**config.mk**
```make
export PLATFORM = sky130hd
export DESIGN_NAME = seq_alu_adder_flat
export DESIGN_NICKNAME = d
export VERILOG_FILES = /design/src/rtl/seq_alu_adder_pkg.sv /design/src/rtl/seq_alu_adder_if.sv /design/src/rtl/seq_alu_slice.sv /design/src/rtl/seq_alu_adder.sv /design/src/flat_wrapper.sv
export SDC_FILE = /design/constraint.sdc
export NUM_CORES = 1
export LEC_CHECK = 0
export CAP_MARGIN = 0
export CELL_PAD_IN_SITES_DETAIL_PLACEMENT = 2
export CELL_PAD_IN_SITES_GLOBAL_PLACEMENT = 2
export CORE_MARGIN = 8
export CORE_UTILIZATION = 30
export CTS_BUF_LIST = sky130_fd_sc_hd__clkbuf_8
export DETAILED_ROUTE_END_ITERATION = 6
export DONT_BUFFER_PORTS = 1
export PLACE_DENSITY_LB_ADDON = 0.08
export SLEW_MARGIN = 20
export SYNTH_ARGS = -nofsm -noshare
export SYNTH_HDL_FRONTEND = slang
export SYNTH_SLANG_ARGS = --single-unit
```
**constraint.sdc**
```tcl
create_clock -name clk -period 3.6 [get_ports clk]
set_input_delay 0.72 -clock clk [delete_from_list [all_inputs] [get_ports clk]]
set_output_delay 0.72 -clock clk [all_outputs]
set_load 0.02 [all_outputs]
```
**src/rtl/seq_alu_adder_pkg.sv**
```systemverilog
// Shared definitions for the sequential flag-producing adder.
//   op_e     : operation encodings (ADD, SUB, ADC, SBB)
//   state_e  : FSM state encodings
//   flags_t  : registered flag bundle
//   calc_nslice : number of slices a WIDTH-bit operand splits into
package seq_alu_adder_pkg;

  typedef enum logic [1:0] {
    OP_ADD = 2'b00,
    OP_SUB = 2'b01,
    OP_ADC = 2'b10,
    OP_SBB = 2'b11
  } op_e;

  typedef enum logic [1:0] {
    ST_IDLE = 2'd0,
    ST_CALC = 2'd1,
    ST_DONE = 2'd2
  } state_e;

  typedef struct packed {
    logic sign;
    logic zero;
    logic carry;
    logic parity;
    logic overflow;
  } flags_t;

  // Divisibility is checked at elaboration in the top level.
  function automatic int calc_nslice(input int width, input int slice);
    return width / slice;
  endfunction

endpackage

```
**src/rtl/seq_alu_adder_if.sv**
```systemverilog
// Handshake bus of seq_alu_adder.
//   request  : in_valid/in_ready, op, cin, a, b
//   response : out_valid/out_ready, sum, sign, zero, carry, parity, overflow
//   master = operand source / result consumer, slave = the adder.
interface seq_alu_adder_if #(parameter int WIDTH = 16);
  logic             in_valid;
  logic             in_ready;
  logic [1:0]       op;
  logic             cin;
  logic [WIDTH-1:0] a;
  logic [WIDTH-1:0] b;
  logic             out_valid;
  logic             out_ready;
  logic [WIDTH-1:0] sum;
  logic             sign;
  logic             zero;
  logic             carry;
  logic             parity;
  logic             overflow;

  modport master (
    output in_valid, op, cin, a, b, out_ready,
    input  in_ready, out_valid, sum, sign, zero, carry, parity, overflow
  );

  modport slave (
    input  in_valid, op, cin, a, b, out_ready,
    output in_ready, out_valid, sum, sign, zero, carry, parity, overflow
  );
endinterface

```
**src/rtl/seq_alu_slice.sv**
```systemverilog
// Combinational SLICE-bit adder slice.
//   a, b, cin -> s, cout
//   c_msb_in : carry into the top bit of the slice (overflow detection)
module seq_alu_slice #(
  parameter int SLICE = 4
) (
  input  logic [SLICE-1:0] a,
  input  logic [SLICE-1:0] b,
  input  logic             cin,
  output logic [SLICE-1:0] s,
  output logic             cout,
  output logic             c_msb_in
);
  logic [SLICE:0] full;

  assign full     = {1'b0, a} + {1'b0, b} + {{SLICE{1'b0}}, cin};
  assign s        = full[SLICE-1:0];
  assign cout     = full[SLICE];
  // sum bit = a ^ b ^ carry_in, so the incoming carry falls out by xor.
  assign c_msb_in = a[SLICE-1] ^ b[SLICE-1] ^ full[SLICE-1];
endmodule

```
**src/rtl/seq_alu_adder.sv**
```systemverilog
// Multi-cycle add/subtract with flags, one SLICE-bit slice per clock,
// LSB slice first, carry rippled through carry_r.
//   clk, rst_n : clock, async active-low reset
//   bus        : slave side of seq_alu_adder_if (operands in, result+flags out)
// Accept at edge k -> out_valid after edge k+NSLICE; result held until
// out_ready, then IDLE for one cycle before the next accept.
module seq_alu_adder
  import seq_alu_adder_pkg::*;
#(
  parameter int WIDTH = 16,
  parameter int SLICE = 4
) (
  input  logic clk,
  input  logic rst_n,
  seq_alu_adder_if.slave bus
);
  localparam int NSLICE = calc_nslice(WIDTH, SLICE);
  localparam int IW     = (NSLICE > 1) ? $clog2(NSLICE) : 1;
  localparam logic [IW-1:0] LAST = IW'(NSLICE - 1);

  if ((WIDTH % SLICE) != 0 || NSLICE < 1) begin : g_bad_param
    $error("seq_alu_adder: WIDTH must be a positive multiple of SLICE");
  end

  state_e           state, state_nxt;
  logic [WIDTH-1:0] a_r, b_r, sum_r, sum_nxt;
  logic             carry_r;
  logic [IW-1:0]    idx;
  flags_t           flg_r, flg_nxt;
  logic [SLICE-1:0] s_sl;
  logic             cout_sl, cmsb_sl;
  logic             accept, last;

  assign accept = bus.in_valid && (state == ST_IDLE);
  assign last   = (idx == LAST);

  seq_alu_slice #(.SLICE(SLICE)) u_slice (
    .a        (a_r[int'(idx)*SLICE +: SLICE]),
    .b        (b_r[int'(idx)*SLICE +: SLICE]),
    .cin      (carry_r),
    .s        (s_sl),
    .cout     (cout_sl),
    .c_msb_in (cmsb_sl)
  );

  // Final sum is only complete combinationally on the last slice edge, so
  // flags are taken from sum_nxt rather than sum_r.
  always_comb begin
    sum_nxt = sum_r;
    sum_nxt[int'(idx)*SLICE +: SLICE] = s_sl;
    flg_nxt.sign     = sum_nxt[WIDTH-1];
    flg_nxt.zero     = ~|sum_nxt;
    flg_nxt.carry    = cout_sl;
    flg_nxt.parity   = ~^sum_nxt;
    flg_nxt.overflow = cmsb_sl ^ cout_sl;
  end

  always_ff @(posedge clk or negedge rst_n) begin
    if (!rst_n) state <= ST_IDLE;
    else        state <= state_nxt;
  end

  always_comb begin
    state_nxt     = state;
    bus.in_ready  = 1'b0;
    bus.out_valid = 1'b0;
    case (state)
      ST_IDLE: begin
        bus.in_ready = 1'b1;
        if (accept) state_nxt = ST_CALC;
      end
      ST_CALC: if (last) state_nxt = ST_DONE;
      ST_DONE: begin
        bus.out_valid = 1'b1;
        if (bus.out_ready) state_nxt = ST_IDLE;
      end
      default: state_nxt = ST_IDLE;
    endcase
  end

  always_ff @(posedge clk or negedge rst_n) begin
    if (!rst_n) begin
      a_r     <= '0;
      b_r     <= '0;
      sum_r   <= '0;
      carry_r <= 1'b0;
      idx     <= '0;
      flg_r   <= '0;
    end else begin
      if (accept) begin
        a_r     <= bus.a;
        // SUB/SBB add the one's complement; the +1 comes via carry-in.
        b_r     <= bus.op[0] ? ~bus.b : bus.b;
        carry_r <= bus.op[1] ? bus.cin : bus.op[0];
        idx     <= '0;
      end else if (state == ST_CALC) begin
        sum_r   <= sum_nxt;
        carry_r <= cout_sl;
        idx     <= idx + 1'b1;
        if (last) flg_r <= flg_nxt;
      end
    end
  end

  assign bus.sum      = sum_r;
  assign bus.sign     = flg_r.sign;
  assign bus.zero     = flg_r.zero;
  assign bus.carry    = flg_r.carry;
  assign bus.parity   = flg_r.parity;
  assign bus.overflow = flg_r.overflow;
endmodule

```
**src/flat_wrapper.sv**
```systemverilog
// flat-port wrapper written by rule: the top's interface ports become plain ports
module seq_alu_adder_flat import seq_alu_adder_pkg::*;
#(
  parameter int WIDTH = 16,
  parameter int SLICE = 4
)
  (clk, rst_n, bus_in_valid, bus_op, bus_cin, bus_a, bus_b, bus_out_ready, bus_in_ready, bus_out_valid, bus_sum, bus_sign, bus_zero, bus_carry, bus_parity, bus_overflow);
  seq_alu_adder_if #(.WIDTH(WIDTH)) bus_i ();
  input  logic clk;
  input  logic rst_n;
  input wire logic [$bits(bus_i.in_valid)-1:0] bus_in_valid;
  input wire logic [$bits(bus_i.op)-1:0] bus_op;
  input wire logic [$bits(bus_i.cin)-1:0] bus_cin;
  input wire logic [$bits(bus_i.a)-1:0] bus_a;
  input wire logic [$bits(bus_i.b)-1:0] bus_b;
  input wire logic [$bits(bus_i.out_ready)-1:0] bus_out_ready;
  output wire logic [$bits(bus_i.in_ready)-1:0] bus_in_ready;
  output wire logic [$bits(bus_i.out_valid)-1:0] bus_out_valid;
  output wire logic [$bits(bus_i.sum)-1:0] bus_sum;
  output wire logic [$bits(bus_i.sign)-1:0] bus_sign;
  output wire logic [$bits(bus_i.zero)-1:0] bus_zero;
  output wire logic [$bits(bus_i.carry)-1:0] bus_carry;
  output wire logic [$bits(bus_i.parity)-1:0] bus_parity;
  output wire logic [$bits(bus_i.overflow)-1:0] bus_overflow;
  assign bus_i.in_valid = bus_in_valid;
  assign bus_i.op = bus_op;
  assign bus_i.cin = bus_cin;
  assign bus_i.a = bus_a;
  assign bus_i.b = bus_b;
  assign bus_i.out_ready = bus_out_ready;
  assign bus_in_ready = bus_i.in_ready;
  assign bus_out_valid = bus_i.out_valid;
  assign bus_sum = bus_i.sum;
  assign bus_sign = bus_i.sign;
  assign bus_zero = bus_i.zero;
  assign bus_carry = bus_i.carry;
  assign bus_parity = bus_i.parity;
  assign bus_overflow = bus_i.overflow;
  seq_alu_adder #(.WIDTH(WIDTH), .SLICE(SLICE)) u_core (.clk(clk), .rst_n(rst_n), .bus(bus_i));
endmodule
```
==> key figures <==
Pwr
  – Peak VDD IR: 0.000362 V
  – Final Power: ~4100 µW
  – PwrDens: between 1000 and 1500 mW/mm²
  – Leak: ~0.0016 µW

Timing
  – Final min period: 3300 ps
  – Max Clock Skew: approximately 8 ps
  – Worst slew pin tran: between 500 and 600 ps
  – Setup TNS: 0 ps
  – Final setup fails: 0
  – FMAX: between 0.3 and 0.4 GHz
  – Slew HR: 0.613
  – RSZ-0062 raised after global routing: no
  – Max-slew violations: 0
  – Share of the clock period used by the worst path: 0.916
  – Fin. Hold Viols: 0

Clock network
  – TritonCTS Buffers: 9
  – CTS clock-pin slew for the worst setup and hold paths: 70 ps
  – Clk root buf: clkbuf_8
  – CTS max path bufs: 2
  – Hold Buf Count CTS: 0
  – TritonCTS clock tree: done
  – Worst-skew pair later-pin latency: approximately 340 ps
  – H-tree depth: 3
  – CTS Sinks: between 50 and 60

Detailed routing
  – Starting DRC count in detailed routing: 84
  – Routed wire per std cell: 19.2 µm
  – # DRC: 0
  – First-pass DRT Iterations: 4
  – Via count: roughly 2200
  – Final ANT Viol Nets: 0
  – Vias/cell: between 4 and 5
  – Post-Route WL: 8.60 mm

Finish
  – P&R area growth vs syn: 11.6%
  – Finished Core Util: 0.342
  – Most frequent cells in the layout: nand2_1 (74), dfrtp_1 (57), xnor2_1 (23), ha_1 (17), o21ai_0 (13)
  – Share of layout cells above drive strength 1: 0.116
  – Most common cell after layout, fill and taps aside: nand2_1
  – Nets: between 300 and 400
  – Ant. Diodes: 0

Worst setup path
  – Buf/Inv on CP: 0
  – Reg2reg setup slack: about 300 ps
  – Max stage delay on crit path: 550 ps
  – Crit Path Max Fanout: 9
  – Reg2Reg Capture Point: u_core.bus.parity$_DFFE_PN0P_
  – Worst setup path end: u_core.bus.parity$_DFFE_PN0P_
  – Slowest-stage cell, CP: mux4_2
  – Crit path max-delay family: adder cells
  – RR Startpoint: u_core.idx[0]$_DFFE_PN0P_
  – CP dominant cell by count: xnor2_1
  – Worst setup path class: flop to flop
  – CP required: roughly 3800 ps
  – Critical Path End Type: flop
  – Worst EP arrival: about 3500 ps
  – Crit path cell chain: mux4_2 -> fa_1 -> a21o_1 -> a21oi_2 -> xnor2_2 -> a21oi_1 -> ha_1 -> xnor2_1 -> xnor2_1 -> xnor2_1 -> o21ai_0
  – Cell depth of the worst setup path: 11
  – R2R cell count: 11
  – Worst setup path startpoint: u_core.idx[0]$_DFFE_PN0P_
  – CP startpoint kind: flop

Worst hold path
  – Hold WC Path Type: input port to asynchronous set/reset pin

GRT
  – Met1 Use GR: 0.146
  – Most used routing layer: met2
  – All-layer global routing usage: 0.128
  – Met2 usage: 0.222
  – Grt met3 use: 0.0390
  – GRT Residual Overflow: 0
  – Via count of the first global-routing pass: roughly 2500
  – Largest net degree at the start of global routing: slightly below 60
  – Initial antenna violation count: 0
  – First-pass GRT wire length: approximately 14 mm

Yosys
  – Synth cell types: 43
  – Main flop type after synthesis: dfrtp_1
  – Post-synthesis instance total: a little over 300
  – Sequential area share after synthesis: 0.461
  – Ys Warns: 0
  – Syn Area/Cell: roughly 10 µm²
  – Synth async-reset ratio: 1.00
  – Synthesized area: ~0.0032 mm²
  – Synthesized flop and latch total: 58
  – Number of synthesized flops with an enable pin: 0
  – Syn_nets: approximately 360

Floorplan
  – Die ar.: ~0.014 mm²
  – DIE HEIGHT: 118 µm
  – Initial Utilization: 0.307
  – Ports: 62
  – Die Width: roughly 120 µm
  – Core Region: about 0.010 mm²
  – FP Rows: 37

Status
  – Status: finished, final reports clean

Placed design
  – RD Place Congestion: about 0.74
  – I/O Buffers: 0
  – DP Wirelength: 6.51 mm

Job
  – Number of max-cap violations: 0
==> worst min-delay path by stage <==
stage | to | slack, ps | depth (start not counted)
after floorplan | u_core.a_r[0]$_DFFE_PN0P_ | 420 | 0
after global placement | u_core.bus.carry$_DFFE_PN0P_ | 430 | 0
after detailed placement | u_core.bus.carry$_DFFE_PN0P_ | 430 | 0
after CTS | u_core.bus.carry$_DFFE_PN0P_ | 50 | 0
after global routing | u_core.bus.carry$_DFFE_PN0P_ | 40 | 0
final | u_core.bus.carry$_DFFE_PN0P_ | 70 | 0
==> worst reg2reg max path, cell delays in order (launching register included) <==
cell and delay [ps]:
dfrtp_2 490, mux4_2 560, fa_1 440, a21o_1 190
a21oi_2 210, xnor2_2 270, a21oi_1 160, ha_1 330
xnor2_1 170, xnor2_1 150, xnor2_1 130, o21ai_0 80
==> Yosys cell counts (2+ instances only) <==
cell type / number / area (µm²)
a32o_1: 8 / 80.1
a22o_1: 8 / 70.1
o21ai_1: 8 / 40.0
buf_2: 6 / 30.0
o21ai_0: 13 / 65.1
clkbuf_1: 8 / 30.0
o31ai_1: 2 / 15.0
nand3_1: 2 / 10.0
a22oi_1: 7 / 52.6
and2_1: 2 / 12.5
mux4_2: 7 / 158
nand4_1: 2 / 12.5
fa_1: 2 / 40.0
inv_1: 8 / 30.0
ha_1: 17 / 213
nand2b_1: 2 / 12.5
xnor2_1: 23 / 201
dfrtp_1: 58 / 1450
mux2i_1: 2 / 20.0
nand2_1: 74 / 278
nor2b_1: 11 / 68.8
a21oi_1: 10 / 50.1
nor2_1: 4 / 15.0
==> state kept, by name, indices dropped and copies added (netlist names) <==
register,flops
u_core.bus.carry,1
u_core.bus.parity,1
u_core.bus.zero,1
u_core.bus.overflow,1
u_core.bus.sign,1
u_core.idx,2
u_core.carry_r,1
u_core.bus.sum,16
u_core.state,2
u_core.b_r,16
u_core.a_r,16
==> metrics by stage <==
stage / cell area, µm² / worst slack, ps / hold slack, ps / instances
after floorplan: 3150 / 360 / 424 / 304
after global placement: 3310 / 214 / 427 / 432
final: 3510 / 302 / 67.0 / 447
after detailed placement: 3310 / 119 / 426 / 432
after global routing: 3510 / 65.7 / 39.0 / 447
after CTS: 3510 / 106 / 45.7 / 447
==> metal layers <==
layer / wire length, µm / part of all wire / up-vias
li1: - / - / 1058
met1: 3700 / 0.43 / 1118
met2: 4380 / 0.51 / 46
met3: 397 / 0.046 / 12
met4: 117 / 0.014 / 0
met5: 0 / 0 / -
==> repair_timing <==
action | CTS | global route
setup buffers | 0 | 0
setup endpoints to repair | 0 | 1
resized for setup | 0 | 1
==> cell families (layout without fill, tap and decap cells) <==
group                      after synthesis  in the layout  synth area share
xor gates and xnor gates                25             25            0.0719
AOI/OAI and AO/OA                       63             63             0.137
muxes                                   10             10            0.0647
and+or+nand+nor                        104            104             0.152
DFF                                     58             58             0.461
adders and majority gates               19             19            0.0802
buffers and inverters                   25             32            0.0334
==> report_power, final <==
part           switching [µW]  leakage (µW)  internal, µW
logic                    1330      0.000746           914
registers                 325      0.000743           932
clock network             265      0.000110           369
total                    1920       0.00160          2220
==> layout make-up <==
type,count,area [µm²]
clock inverters,3,38.8
repair buffers,8,60.1
fillers,1168,6760
clock buffers,12,165
well taps,136,170
flip-flops and latches,58,1450
multi-input cells,221,1590
inverters,9,33.8
No activity file was read; power rests on OpenSTA's default activity.
